$ cat src/rtl/control_sequencer.sv
// ============================================================================
//  Module      : control_sequencer
//  Description : Hardwired fetch/decode/execute sequencer (T0..T6) driving the
//                datapath's bus selects, register enables and ALU op code.
//  Revision    : 1.0  initial release
// ============================================================================
`default_nettype none

module control_sequencer (
    input  logic        clk,
    input  logic        reset,
    input  logic [31:0] ir,
    input  logic        mem_ready,
    output logic        PCout,
    output logic        Zlowout,
    output logic        Zhighout,
    output logic        MDRout,
    output logic        Cout,
    output logic        MARin,
    output logic        Zin,
    output logic        PCin,
    output logic        MDRin,
    output logic        IRin,
    output logic        Yin,
    output logic        HIin,
    output logic        LOin,
    output logic        IncPc,
    output logic        read,
    output logic [15:0] Rout,
    output logic [15:0] Rin,
    output logic [3:0]  control,
    output logic        halted,
    output logic        illegal
);

    typedef enum logic [3:0] {
        S_RST  = 4'd0,
        S_T0   = 4'd1,
        S_T1   = 4'd2,
        S_T2   = 4'd3,
        S_T3   = 4'd4,
        S_T4   = 4'd5,
        S_T5   = 4'd6,
        S_T6   = 4'd7,
        S_HALT = 4'd8
    } state_t;

    state_t      r_state;
    logic        r_illegal;

    logic [4:0]  w_op;
    logic [3:0]  w_ra;
    logic [3:0]  w_rb;
    logic [3:0]  w_rc;
    logic        w_is_r;
    logic        w_is_i;
    logic        w_is_hl;
    logic        w_is_un;
    logic        w_is_nop;
    logic        w_is_halt;
    logic        w_is_bad;
    logic [3:0]  w_alu;
    logic        w_unused_ir;

    assign w_op        = ir[31:27];
    assign w_ra        = ir[26:23];
    assign w_rb        = ir[22:19];
    assign w_rc        = ir[18:15];
    assign w_unused_ir = ^ir[14:0];

    assign w_is_r    = (w_op <= 5'd7);
    assign w_is_i    = (w_op == 5'd8) || (w_op == 5'd9) || (w_op == 5'd10);
    assign w_is_hl   = (w_op == 5'd15) || (w_op == 5'd16);
    assign w_is_un   = (w_op == 5'd17) || (w_op == 5'd18);
    assign w_is_nop  = (w_op == 5'd24);
    assign w_is_halt = (w_op == 5'd25);
    assign w_is_bad  = !(w_is_r || w_is_i || w_is_hl || w_is_un || w_is_nop || w_is_halt);

    always_comb begin
        w_alu = 4'd0;
        case (w_op)
            5'd0, 5'd1, 5'd2, 5'd3,
            5'd4, 5'd5, 5'd6, 5'd7: w_alu = w_op[3:0];
            5'd8:                   w_alu = 4'd0;
            5'd9:                   w_alu = 4'd2;
            5'd10:                  w_alu = 4'd3;
            5'd15:                  w_alu = 4'd8;
            5'd16:                  w_alu = 4'd9;
            5'd17:                  w_alu = 4'd10;
            5'd18:                  w_alu = 4'd11;
            default:                w_alu = 4'd0;
        endcase
    end

    always_ff @(posedge clk or negedge reset) begin
        if (!reset) begin
            r_state   <= S_RST;
            r_illegal <= 1'b0;
        end else begin
            case (r_state)
                S_RST:  r_state <= S_T0;
                S_T0:   r_state <= S_T1;
                S_T1:   if (mem_ready) r_state <= S_T2;
                S_T2:   r_state <= S_T3;
                S_T3: begin
                    if (w_is_nop)
                        r_state <= S_T0;
                    else if (w_is_halt)
                        r_state <= S_HALT;
                    else if (w_is_bad) begin
                        r_illegal <= 1'b1;
                        r_state   <= S_HALT;
                    end else
                        r_state <= S_T4;
                end
                S_T4:   r_state <= w_is_un ? S_T0 : S_T5;
                S_T5:   r_state <= w_is_hl ? S_T6 : S_T0;
                S_T6:   r_state <= S_T0;
                S_HALT: r_state <= S_HALT;
                default: r_state <= S_RST;
            endcase
        end
    end

    // Decoded from the current state so T3 sees the IR loaded at the end of T2
    // and the T1 PC update tracks mem_ready in the same cycle.
    always_comb begin
        PCout    = 1'b0;
        Zlowout  = 1'b0;
        Zhighout = 1'b0;
        MDRout   = 1'b0;
        Cout     = 1'b0;
        MARin    = 1'b0;
        Zin      = 1'b0;
        PCin     = 1'b0;
        MDRin    = 1'b0;
        IRin     = 1'b0;
        Yin      = 1'b0;
        HIin     = 1'b0;
        LOin     = 1'b0;
        IncPc    = 1'b0;
        read     = 1'b0;
        Rout     = 16'd0;
        Rin      = 16'd0;
        control  = 4'd0;
        case (r_state)
            S_T0: begin
                PCout = 1'b1;
                MARin = 1'b1;
                IncPc = 1'b1;
                Zin   = 1'b1;
            end
            S_T1: begin
                read  = 1'b1;
                MDRin = 1'b1;
                if (mem_ready) begin
                    Zlowout = 1'b1;
                    PCin    = 1'b1;
                end
            end
            S_T2: begin
                MDRout = 1'b1;
                IRin   = 1'b1;
            end
            S_T3: begin
                if (w_is_r || w_is_i) begin
                    Rout = 16'd1 << w_rb;
                    Yin  = 1'b1;
                end else if (w_is_hl) begin
                    Rout = 16'd1 << w_ra;
                    Yin  = 1'b1;
                end else if (w_is_un) begin
                    Rout    = 16'd1 << w_rb;
                    control = w_alu;
                    Zin     = 1'b1;
                end
            end
            S_T4: begin
                if (w_is_un) begin
                    Zlowout = 1'b1;
                    Rin     = 16'd1 << w_ra;
                end else begin
                    if (w_is_r)
                        Rout = 16'd1 << w_rc;
                    else if (w_is_i)
                        Cout = 1'b1;
                    else
                        Rout = 16'd1 << w_rb;
                    control = w_alu;
                    Zin     = 1'b1;
                end
            end
            S_T5: begin
                Zlowout = 1'b1;
                if (w_is_hl)
                    LOin = 1'b1;
                else
                    Rin  = 16'd1 << w_ra;
            end
            S_T6: begin
                Zhighout = 1'b1;
                HIin     = 1'b1;
            end
            default: ;
        endcase
    end

    assign halted  = (r_state == S_HALT);
    assign illegal = r_illegal;

endmodule

`default_nettype wire

$ cat config.mk
export PLATFORM = sky130hd
export DESIGN_NAME = control_sequencer
export DESIGN_NICKNAME = d
export VERILOG_FILES = /design/src/rtl/control_sequencer.sv
export SDC_FILE = /design/constraint.sdc
export NUM_CORES = 1
export LEC_CHECK = 0
export CORE_ASPECT_RATIO = 1.4
export CORE_UTILIZATION = 30
export DETAILED_ROUTE_END_ITERATION = 8
export GPL_TIMING_DRIVEN = 0
export HOLD_SLACK_MARGIN = 0.12
export PLACE_DENSITY = 0.78
export SLEW_MARGIN = 10
export SYNTH_ARGS = -nofsm -noshare
export SYNTH_HDL_FRONTEND = slang
export SYNTH_SLANG_ARGS = --single-unit
export TNS_END_PERCENT = 20
$ cat constraint.sdc
create_clock -name clk -period 4.9 [get_ports clk]
set_input_delay 0.735 -clock clk [delete_from_list [all_inputs] [get_ports clk]]
set_output_delay 0.735 -clock clk [all_outputs]
set_load 0.01 [all_outputs]
==> impl_results.md, run 1 <==
- Row count: 29
- Largest net degree at the start of global routing: 11
- Vias in the first global route: 1,857
- Final Max Tran Viols: 0
- Syn-to-layout area delta: 56.20%
- Flop2flop setup slack: 3110 ps
- Leading cell types by count after synthesis: nor2_1, nor3_1, o21ai_0
- Max-cap violations: 0
- Grt total ovfl: 0
- WS Path Type: in2out
- Post-synth EDFFs: 0
- Root Driver: clkbuf_8
- TritonRoute pass-1 iters: 5
- Multi-input gate area: 0.001215 mm2
- R2R depth: 6
- Wire per inst: 14.36 um
- Hold path startpoint: illegal$_DFFE_PN0P_
- IO Pins: 88
- Worst min-delay path class: reg2reg
- Post-Route Skew: 3.759 ps
- Fin. Hold Viols: 0
- Post-Syn Area: 0.001483 mm2
- Status: complete, no violations
- Total core area: 0.004644 mm2
- Worst Setup End Kind: primary output
- H-tree Lvls: 1
- Syn Inst Count: 224
- Mapped Nets: 259
- Seq. cell area: 125.1 um2
- Synth area leaders: nor2_1, dfrtp_1, o221ai_1, nor3_1, o21ai_0
- CP required: 4160 ps
- Yosys synthesis warning count: 0
- Final setup viols: 0
- # hold bufs at CTS: 0
- Clock sinks: 5
- Final hold slack: 474.6 ps
- Max_slew headroom: 50.32%
- CP max stage delay: 590 ps
- Post-CTS Resized: 0
- Gpl congestion: 0.9176
- Via density per instance: 5.701
- VDD IR max: 95.11 uV
- F_max: 262.2 MHz
- Total CTS buffers: 3
- Antenna violations before repair: 0
- Port Buf Inserts: 71
- Via count: 2,058
- Max Buffers Root-to-Sink: 2
- Final WL: 5.183 mm
- Die span in y: 85.18 um
- Final min period: 3815 ps
- Setup Buffers After CTS: 0
- FF-to-FF Start: r_state[1]$_DFFE_PN0P_
- Leakage power: 0.7655 nW
- CTS clk-pin slew, worst paths: 30 ps
- Crit path max fanout: 10
- Yosys reg bits: 5
- Number of fill cells: 503
- Die Wd: 61.42 um
- Actual slew at the worst max-slew pin: 734.9 ps
- Final worst-path cycle share: 77.85%
- Ys flop type: dfrtp_1
- Antenna violation net count after detailed routing: 0
- RR Endpoint: r_state[1]$_DFFE_PN0P_
- Yosys top cell area share: 9.873%
- Hold Crit Depth: 2
- Global-route wire length before repair: 8.176 mm
- Type of origin of the critical path: input pin
- Slowest cell on crit path: clkdlybuf4s50_1
- Arr. time, crit path: 3080 ps
- Share of post-route cells with drive strength above 1: 13.04%
- Avg Inst Size Synth: 6.619 um2
- Netlist cell types: 50
- Total Nets Final: 335
- All-Layer GR Usage: 19.60%
- Top cell type by total area after synthesis: nor2_1
- CTS tree: built
- RSZ-0062 raised after global routing: false
- Hold endpoint: illegal$_DFFE_PN0P_
- Initial Utilization: 31.92%
- PD cells: 219.1 mW/mm2
- Clock Latency Late Sink: 220 ps
- Most frequent cell after synthesis: nor2_1
- Final HPWL DP: 4.205 mm
- Die area: 0.005231 mm2
- Cell-by-cell trace of the critical path: clkdlybuf4s50_1 > buf_2 > a21o_1 > a21oi_1 > o211ai_1 > o211ai_1 > clkdlybuf4s50_1
- Sum Neg Setup Slack: 0 ps
- Part of the Yosys area used for sequential elements: 8.439%
- Diodes inserted: 0
- Ys async rst share: 100.0%
- Drt initial violations: 154
- Drc violations: 0
power by group:
part | total (W) | switching [W] | leakage, nW | internal (W)
logic | 0.000371 | 0.000186 | 0.683 | 0.000185
registers | 0.0000604 | 0.00000586 | 0.0601 | 0.0000546
clock network | 0.0000762 | 0.0000203 | 0.0228 | 0.0000559
total | 0.000507 | 0.000212 | 0.765 | 0.000295
stage by stage:
step	setup slack [ps]	power (W)	utilization (%)	cell area, um2	cells
after global routing	941.6	0.0005482	49.87	2316	361
after CTS	1129	0.0005085	49.87	2316	361
after detailed placement	1131	0.0004316	48.90	2271	357
after floorplan	2197	0.0002783	-	1483	224
final	1085	0.0005073	49.87	2316	361
after global placement	1147	0.0004232	48.90	2271	357
metal layers:
metal  vias up  track usage, %  routed length, um
li1       1006               -                  -
met1       943           23.84               2027
met2        97           34.98               2718
met3        12           2.134                344
met4         0           5.657                 93
met5         -               0                  0
worst max path at each step:
stage,end,cells after the start,slack (ps),from
floorplan,Rout[0],6,2200,ir[29]
global placement,Rout[10],7,1150,ir[27]
detailed placement,Rout[10],7,1130,ir[27]
CTS,Rout[10],7,1130,ir[27]
global route,Rout[1],7,940,ir[27]
finish,Rout[9],7,1090,ir[27]
kinds of logic (layout without fill, tap and decap cells):
family	count (synthesis)	count (layout)	share of synthesized area, %
AOI/OAI and AO/OA	66	66	31.81
xor gates and xnor gates	1	1	0.5908
buffers and inverters	24	99	9.620
DFF	5	5	8.439
and+or+nand+nor	128	128	49.54
area by class of cell:
type,instances,share of cell area [%]
tap,62,3.350
sequential,5,5.402
buffer,21,5.673
multi-input combinational,195,52.46
inverter,3,0.4862
timing repair buffer,71,30.69
clock buffer,4,1.945
layout by cell type, fill, tap and decap left out, drive strengths merged, types with 3 or more instances in the layout:
| cell type | netlist | routed |
|---|---|---|
| inv | 3 | 3 |
| a21oi | 11 | 11 |
| a21o | 3 | 3 |
| nand4 | 6 | 6 |
| nand3b | 4 | 4 |
| nand4b | 3 | 3 |
| or3 | 6 | 6 |
| or2 | 3 | 3 |
| o211ai | 7 | 7 |
| dfrtp | 5 | 5 |
| clkdlybuf4s50 | 0 | 71 |
| nor2b | 4 | 4 |
| o221ai | 12 | 12 |
| nand3 | 6 | 6 |
| clkbuf | 1 | 5 |
| o21ai | 20 | 20 |
| nor4b | 5 | 5 |
| buf | 20 | 20 |
| nand2b | 7 | 7 |
| nand2 | 10 | 10 |
| or3b | 3 | 3 |
| o31ai | 3 | 3 |
| nor2 | 39 | 39 |
| nor3 | 22 | 22 |
critical path, delay by kind of cell:
kind	cells	cell delay [ps]
buf+inv	3	1280
compound gates	4	1060
registers in the layout, summed over array words and instances (netlist names):
signal	flops
r_state	4
illegal	1
Note: power is estimated with default switching activity, not from simulation.
==> inputs of run 2 (changes only) <==
--- a/config.mk
+++ b/config.mk
@@ -10,7 +10,7 @@
 export DETAILED_ROUTE_END_ITERATION = 8
 export GPL_TIMING_DRIVEN = 0
 export HOLD_SLACK_MARGIN = 0.12
-export PLACE_DENSITY = 0.78
+export PLACE_DENSITY = 0.81
 export SLEW_MARGIN = 10
 export SYNTH_ARGS = -nofsm -noshare
 export SYNTH_HDL_FRONTEND = slang
==> constraint.sdc (replaced) <==
create_clock -name clk -period 3.2 [get_ports clk]
set_input_delay 0.48 -clock clk [delete_from_list [all_inputs] [get_ports clk]]
set_output_delay 0.48 -clock clk [all_outputs]
set_load 0.01 [all_outputs]
==> impl_results.md, run 2 (synthesized netlist as in run 1, its figures left out) <==
- Status: complete, but fails checks (was complete, no violations)
- Failing checks: negative setup slack
- Flop2flop setup slack: 1410 ps (was 3110 ps)
- TritonRoute pass-1 iters: 6 (was 5)
- Final HPWL DP: 4.137 mm (was 4.205 mm)
- Post-Route Skew: 2.301 ps (was 3.759 ps)
- Final Max Tran Viols: 0 (unchanged)
- Drt initial violations: 118 (was 154)
- Top reg by flops: r_state (unchanged)
- Final WL: 5.359 mm (was 5.183 mm)
- Pre-CTS setup slack: -57.61 ps (was 1131 ps)
- Clock Latency Late Sink: 220 ps (about the same)
- H-tree Lvls: 1 (unchanged)
- Leakage power: 0.9830 nW (was 0.7655 nW)
- Port Buf Inserts: 71 (unchanged)
- Gpl congestion: 0.9261 (was 0.9176)
- Total core area: 0.004644 mm2 (unchanged)
- Die Wd: 61.42 um (unchanged)
- Antenna violations before repair: 0 (unchanged)
- Max_slew headroom: 44.86% (was 50.32%)
- Root Driver: clkbuf_8 (unchanged)
- Arr. time, crit path: 2790 ps (was 3080 ps)
- RSZ-0062 raised after global routing: true (was false)
- R2R depth: 6 (unchanged)
- Global-route wire length before repair: 8.100 mm (was 8.176 mm)
- Fin. Hold Viols: 0 (unchanged)
- Max-cap violations: 0 (unchanged)
- Grt total ovfl: 0 (unchanged)
- Antenna violation net count after detailed routing: 0 (unchanged)
- Crit path max fanout: 10 (unchanged)
- CTS tree: built (unchanged)
- Share of post-route cells with drive strength above 1: 16.78% (was 13.04%)
- Final instance area: 0.002407 mm2 (was 0.002316 mm2)
- Drc violations: 0 (unchanged)
- Type of origin of the critical path: input pin (unchanged)
- Via count: 2,074 (was 2,058)
- Diodes inserted: 0 (unchanged)
- Final setup viols: 2 (was 0)
- Most common cell after layout, fill and taps aside: clkdlybuf4s50_1 (unchanged)
- CP required: 2720 ps (was 4160 ps)
- PD cells: 328.0 mW/mm2 (was 219.1 mW/mm2)
- Worst min-delay path class: in2async (was reg2reg)
- Final min period: 3266 ps
- Die span in y: 85.18 um (unchanged)
- Via density per instance: 5.667 (was 5.701)
- Vias in the first global route: 1,832 (was 1,857)
- IO Pins: 88 (unchanged)
- Worst Setup End Kind: primary output (unchanged)
- Final worst-path cycle share: 102.0%
- Clock sinks: 5 (unchanged)
- Most frequent cells in the layout: clkdlybuf4s50_1, nor2_1, nor3_1 (unchanged)
- Syn-to-layout area delta: 62.36% (was 56.20%)
- Placement Cell Area: 0.002271 mm2 (unchanged)
- CTS clk-pin slew, worst paths: 40 ps (was 30 ps)
- Largest net degree at the start of global routing: 11 (unchanged)
- Final WS setup: -65.55 ps (was 1085 ps)
- All-Layer GR Usage: 19.60% (unchanged)
- Row count: 29 (unchanged)
- VDD IR max: 152.0 uV (was 95.11 uV)
- Total CTS buffers: 3 (unchanged)
- Wire per inst: 14.64 um (was 14.36 um)
- Initial Utilization: 31.92% (unchanged)
- RR Endpoint: r_state[1]$_DFFE_PN0P_ (unchanged)
- Die area: 0.005231 mm2 (unchanged)
- WS Path Type: in2out (unchanged)
- Actual slew at the worst max-slew pin: 815.5 ps (was 734.9 ps)
- Max Buffers Root-to-Sink: 2 (unchanged)
- FF-to-FF Start: r_state[1]$_DFFE_PN0P_ (unchanged)
- F_max: 306.2 MHz
- Total Nets Final: 340 (was 335)
- Max FFs per register: 4 (unchanged)
-- run 2: worst max path at each step --
stage                          end  startpoint  slack [ps]  cells after the start
final                      Rout[3]      ir[30]         -70                      7
after global routing       Rout[3]      ir[30]        -130                      7
after global placement    Rout[10]      ir[27]         -40                      7
after floorplan            Rout[0]      ir[29]        1010                      6
after CTS                 Rout[14]      ir[27]         -30                      7
after detailed placement   Rout[6]      ir[28]         -60                      8
-- run 2: critical path, cell delays in order --
cell,delay (ps)
clkdlybuf4s50_1,470
buf_2,210
or4b_1,610
nor2_1,130
a21oi_1,60
o221ai_1,240
clkdlybuf4s50_1,580
-- run 2: timing repair --
item | CTS | global route
gates resized for setup | 7 | 18
buffers inserted | 0 | 5
pin swaps | 0 | 6
hold buffers | 0 | 0
endpoints found under the setup margin | 14 | 24
endpoints found under the hold margin | 0 | 0
-- run 2: power by group --
| part | internal [W] | switching, W |
|---|---|---|
| clock | 0.0000838 | 0.0000332 |
| sequential | 0.0000836 | 0.00000868 |
| combinational | 0.000288 | 0.000293 |
-- run 2: routing by layer --
layer	vias up	GRT usage (%)	wire length, um
met3	17	2.744	384
met2	112	34.19	2744
met5	-	0	0
met1	933	23.38	2082
met4	0	7.475	148
li1	1012	-	-
-- run 2: area by class of cell --
cell class | instances | area, um2
clock inverter | 1 | 5.005
sequential | 5 | 125.1
multi-input combinational | 195 | 1245
buffer | 21 | 137.6
inverter | 3 | 11.26
fill | 478 | 2237
timing repair buffer | 76 | 764.5
clock buffer | 3 | 41.29
tap | 62 | 77.57
-- run 2: per-stage QoR --
| stage | utilization (%) | std cells | total power [W] | setup TNS [ps] | hold WS, ps |
|---|---|---|---|---|---|
| 6_report | 51.83 | 366 | 0.0007895 | -87.71 | 479.3 |
| 5_1_grt | 51.83 | 366 | 0.0008466 | -326.9 | 491.3 |
| 4_1_cts | 50.00 | 361 | 0.0007799 | -111.1 | 485.4 |
| 3_5_place_dp | 48.90 | 357 | 0.0006601 | -236.2 | 485.7 |
| 3_3_place_gp | 48.90 | 357 | 0.0006459 | -110.5 | 458.4 |
| 2_1_floorplan | - | 224 | 0.0004261 | 0 | 184.4 |
==> inputs of run 3 (changes only) <==
--- a/config.mk
+++ b/config.mk
@@ -11,6 +11,7 @@
 export GPL_TIMING_DRIVEN = 0
 export HOLD_SLACK_MARGIN = 0.12
 export PLACE_DENSITY = 0.81
+export RECOVER_POWER = 50
 export SLEW_MARGIN = 10
 export SYNTH_ARGS = -nofsm -noshare
 export SYNTH_HDL_FRONTEND = slang
==> impl_results.md, run 3 (synthesized netlist as in run 1, its figures left out) <==
- Syn-to-layout area delta: 62.36% (unchanged)
- Port Buf Inserts: 71 (unchanged)
- Metal3 WL: 357 um (was 384 um)
- H-tree Lvls: 1 (unchanged)
- Leakage power: 0.9802 nW (was 0.9830 nW)
- Sw Share: 42.43% (was 42.36%)
- Most frequent cells in the layout: clkdlybuf4s50_1, nor2_1, nor3_1 (unchanged)
- TritonRoute pass-1 iters: 5 (was 6)
- Antenna violations before repair: 0 (unchanged)
- Most used cell, CP: clkdlybuf4s50_1 (unchanged)
- Clock share of power: 14.8% (about the same)
- FF-to-FF Start: r_state[1]$_DFFE_PN0P_ (unchanged)
- Final hold slack: 473.5 ps (was 479.3 ps)
- RSZ-0062 raised after global routing: true (unchanged)
- Fin. Hold Viols: 0 (unchanged)
- Cell-internal power: 0.0004548 W (was 0.0004550 W)
- Seq pwr share: 11.7% (about the same)
- Total core area: 0.004644 mm2 (unchanged)
- Flop2flop setup slack: 1410 ps (about the same)
- Clock Latency Late Sink: 220 ps (about the same)
- Drt initial violations: 118 (unchanged)
- Share of the core filled with cells: 51.83% (unchanged)
- Actual slew at the worst max-slew pin: 819.6 ps (was 815.5 ps)
- CTS clk-pin slew, worst paths: 40 ps (about the same)
- Largest net degree at the start of global routing: 11 (unchanged)
- R2R depth: 6 (unchanged)
- Most common cell after layout, fill and taps aside: clkdlybuf4s50_1 (unchanged)
- Worst min-delay path class: reg2reg (was in2async)
- Via count: 2,077 (was 2,074)
- Die span in y: 85.18 um (unchanged)
- Diodes inserted: 0 (unchanged)
- Type of origin of the critical path: input pin (unchanged)
- Antenna violation net count after detailed routing: 0 (unchanged)
- RR Endpoint: r_state[1]$_DFFE_PN0P_ (unchanged)
- Comb power frac: 73.5% (about the same)
- Grt total ovfl: 0 (unchanged)
- CP max stage delay: 610 ps (about the same)
- Final WL: 5.361 mm (was 5.359 mm)
- Max FFs per register: 4 (unchanged)
- Post-Route M1 WL: 2.120 mm (was 2.082 mm)
- PD cells: 328.2 mW/mm2 (was 328.0 mW/mm2)
- All-Layer GR Usage: 19.60% (unchanged)
- Die Wd: 61.42 um (unchanged)
- CTS tree: built (unchanged)
- Final HPWL DP: 4.137 mm (unchanged)
- Max_slew headroom: 44.59% (was 44.86%)
- Crit path max fanout: 10 (unchanged)
- Cell-by-cell trace of the critical path: clkdlybuf4s50_1 > buf_2 > or4b_1 > nor2_1 > a21oi_1 > o221ai_1 > clkdlybuf4s50_1 (unchanged)
- Final WS setup: -67.79 ps (was -65.55 ps)
- Net Switching: 0.0003352 W (was 0.0003345 W)
- Final Max Tran Viols: 0 (unchanged)
- Hold path startpoint: illegal$_DFFE_PN0P_
- Failing checks: negative setup slack (unchanged)
- Highest Signal Layer: met4 (unchanged)
- Slowest cell on crit path: or4b_1 (unchanged)
- Vias in the first global route: 1,832 (unchanged)
- Max Buffers Root-to-Sink: 2 (unchanged)
- Initial Utilization: 31.92% (unchanged)
- Root Driver: clkbuf_8 (unchanged)
- Gpl congestion: 0.9261 (unchanged)
- Clock sinks: 5 (unchanged)
- Via density per instance: 5.675 (was 5.667)
- F_max: 306.0 MHz (was 306.2 MHz)
- Final worst-path cycle share: 102.1% (was 102.0%)
- Final setup viols: 2 (unchanged)
- Arr. time, crit path: 2790 ps (about the same)
- Hold endpoint: illegal$_DFFE_PN0P_
- Hold Crit Depth: 2
- Final min period: 3268 ps (was 3266 ps)
- Total Nets Final: 340 (unchanged)
- Number of fill cells: 478 (unchanged)
- Die area: 0.005231 mm2 (unchanged)
- WS Path Type: in2out (unchanged)
- Global-route wire length before repair: 8.100 mm (unchanged)
- Row count: 29 (unchanged)
- Met2 Wirelength: 2.700 mm (was 2.744 mm)
- Worst Setup End Kind: primary output (unchanged)
- IO Pins: 88 (unchanged)
- Wire per inst: 14.65 um (was 14.64 um)
- Status: complete, but fails checks (unchanged)
- Drc violations: 0 (unchanged)
- Total CTS buffers: 3 (unchanged)
- Share of post-route cells with drive strength above 1: 16.78% (unchanged)
- Max-cap violations: 0 (unchanged)
- VDD IR max: 152.4 uV (was 152.0 uV)
- CP required: 2720 ps (about the same)
- Post-Route Skew: 2.244 ps (was 2.301 ps)
- Top reg by flops: r_state (unchanged)
-- run 3: layout make-up --
| class | count | area, um2 | share of cell area, % |
|---|---|---|---|
| Buffer | 21 | 137.6 | 5.717 |
| Clock buffer | 3 | 41.29 | 1.715 |
| Clock inverter | 1 | 5.005 | 0.2079 |
| Inverter | 3 | 11.26 | 0.4678 |
| Multi-Input combinational cell | 195 | 1245 | 51.71 |
| Sequential cell | 5 | 125.1 | 5.198 |
| Tap cell | 62 | 77.57 | 3.222 |
| Timing Repair Buffer | 76 | 764.5 | 31.76 |
-- run 3: how the worst max path moves through the flow --
stage	startpoint	end	slack, ps	depth (start not counted)
2_1_floorplan	ir[29]	Rout[0]	1010	6
3_3_place_gp	ir[27]	Rout[10]	-40	7
3_5_place_dp	ir[28]	Rout[6]	-60	8
4_1_cts	ir[27]	Rout[14]	-30	7
5_1_grt	ir[30]	Rout[3]	-130	7
6_report	ir[30]	Rout[3]	-70	7
-- run 3: metrics by stage --
stage | setup TNS, ps | setup slack [ps] | power, W | area (um2) | std cells
after floorplan | 0 | 1007 | 0.0004261 | 1483 | 224
after global placement | -110.5 | -37.41 | 0.0006459 | 2271 | 357
after detailed placement | -236.2 | -57.61 | 0.0006601 | 2271 | 357
after CTS | -111.1 | -33.26 | 0.0007799 | 2322 | 361
after global routing | -326.9 | -130.3 | 0.0008464 | 2407 | 366
final | -92.82 | -67.79 | 0.0007900 | 2407 | 366
-- run 3: power groups by stage --
| stage | clock network, W | registers, W | logic [W] |
|---|---|---|---|
| after floorplan | 0 | 0.0000903 | 0.000336 |
| after global placement | 0 | 0.0000918 | 0.000554 |
| after global routing | 0.000125 | 0.0000938 | 0.000628 |
| after detailed placement | 0 | 0.0000934 | 0.000567 |
| after CTS | 0.000118 | 0.0000927 | 0.000569 |
| final | 0.000117 | 0.0000924 | 0.000581 |
-- run 3: repair_timing --
action	4_1_cts	5_1_grt
endpoints found under the setup margin	14	24
setup buffers	0	5
gates resized for setup	7	18
hold buffers	0	0
pin swaps	0	6
hold endpoints to repair	0	0
-- run 3: metal layers --
metal,up-vias,global-route usage [%]
li1,1014,-
met2,113,34.19
met4,0,7.475
met5,-,0
met1,926,23.38
met3,24,2.744
-- run 3: critical path: cells and delay by family --
family	cells	cell delay (ps)
AND/OR/NAND/NOR	2	740
AO/OA/AOI/OAI	2	310
buffers and inverters	3	1260
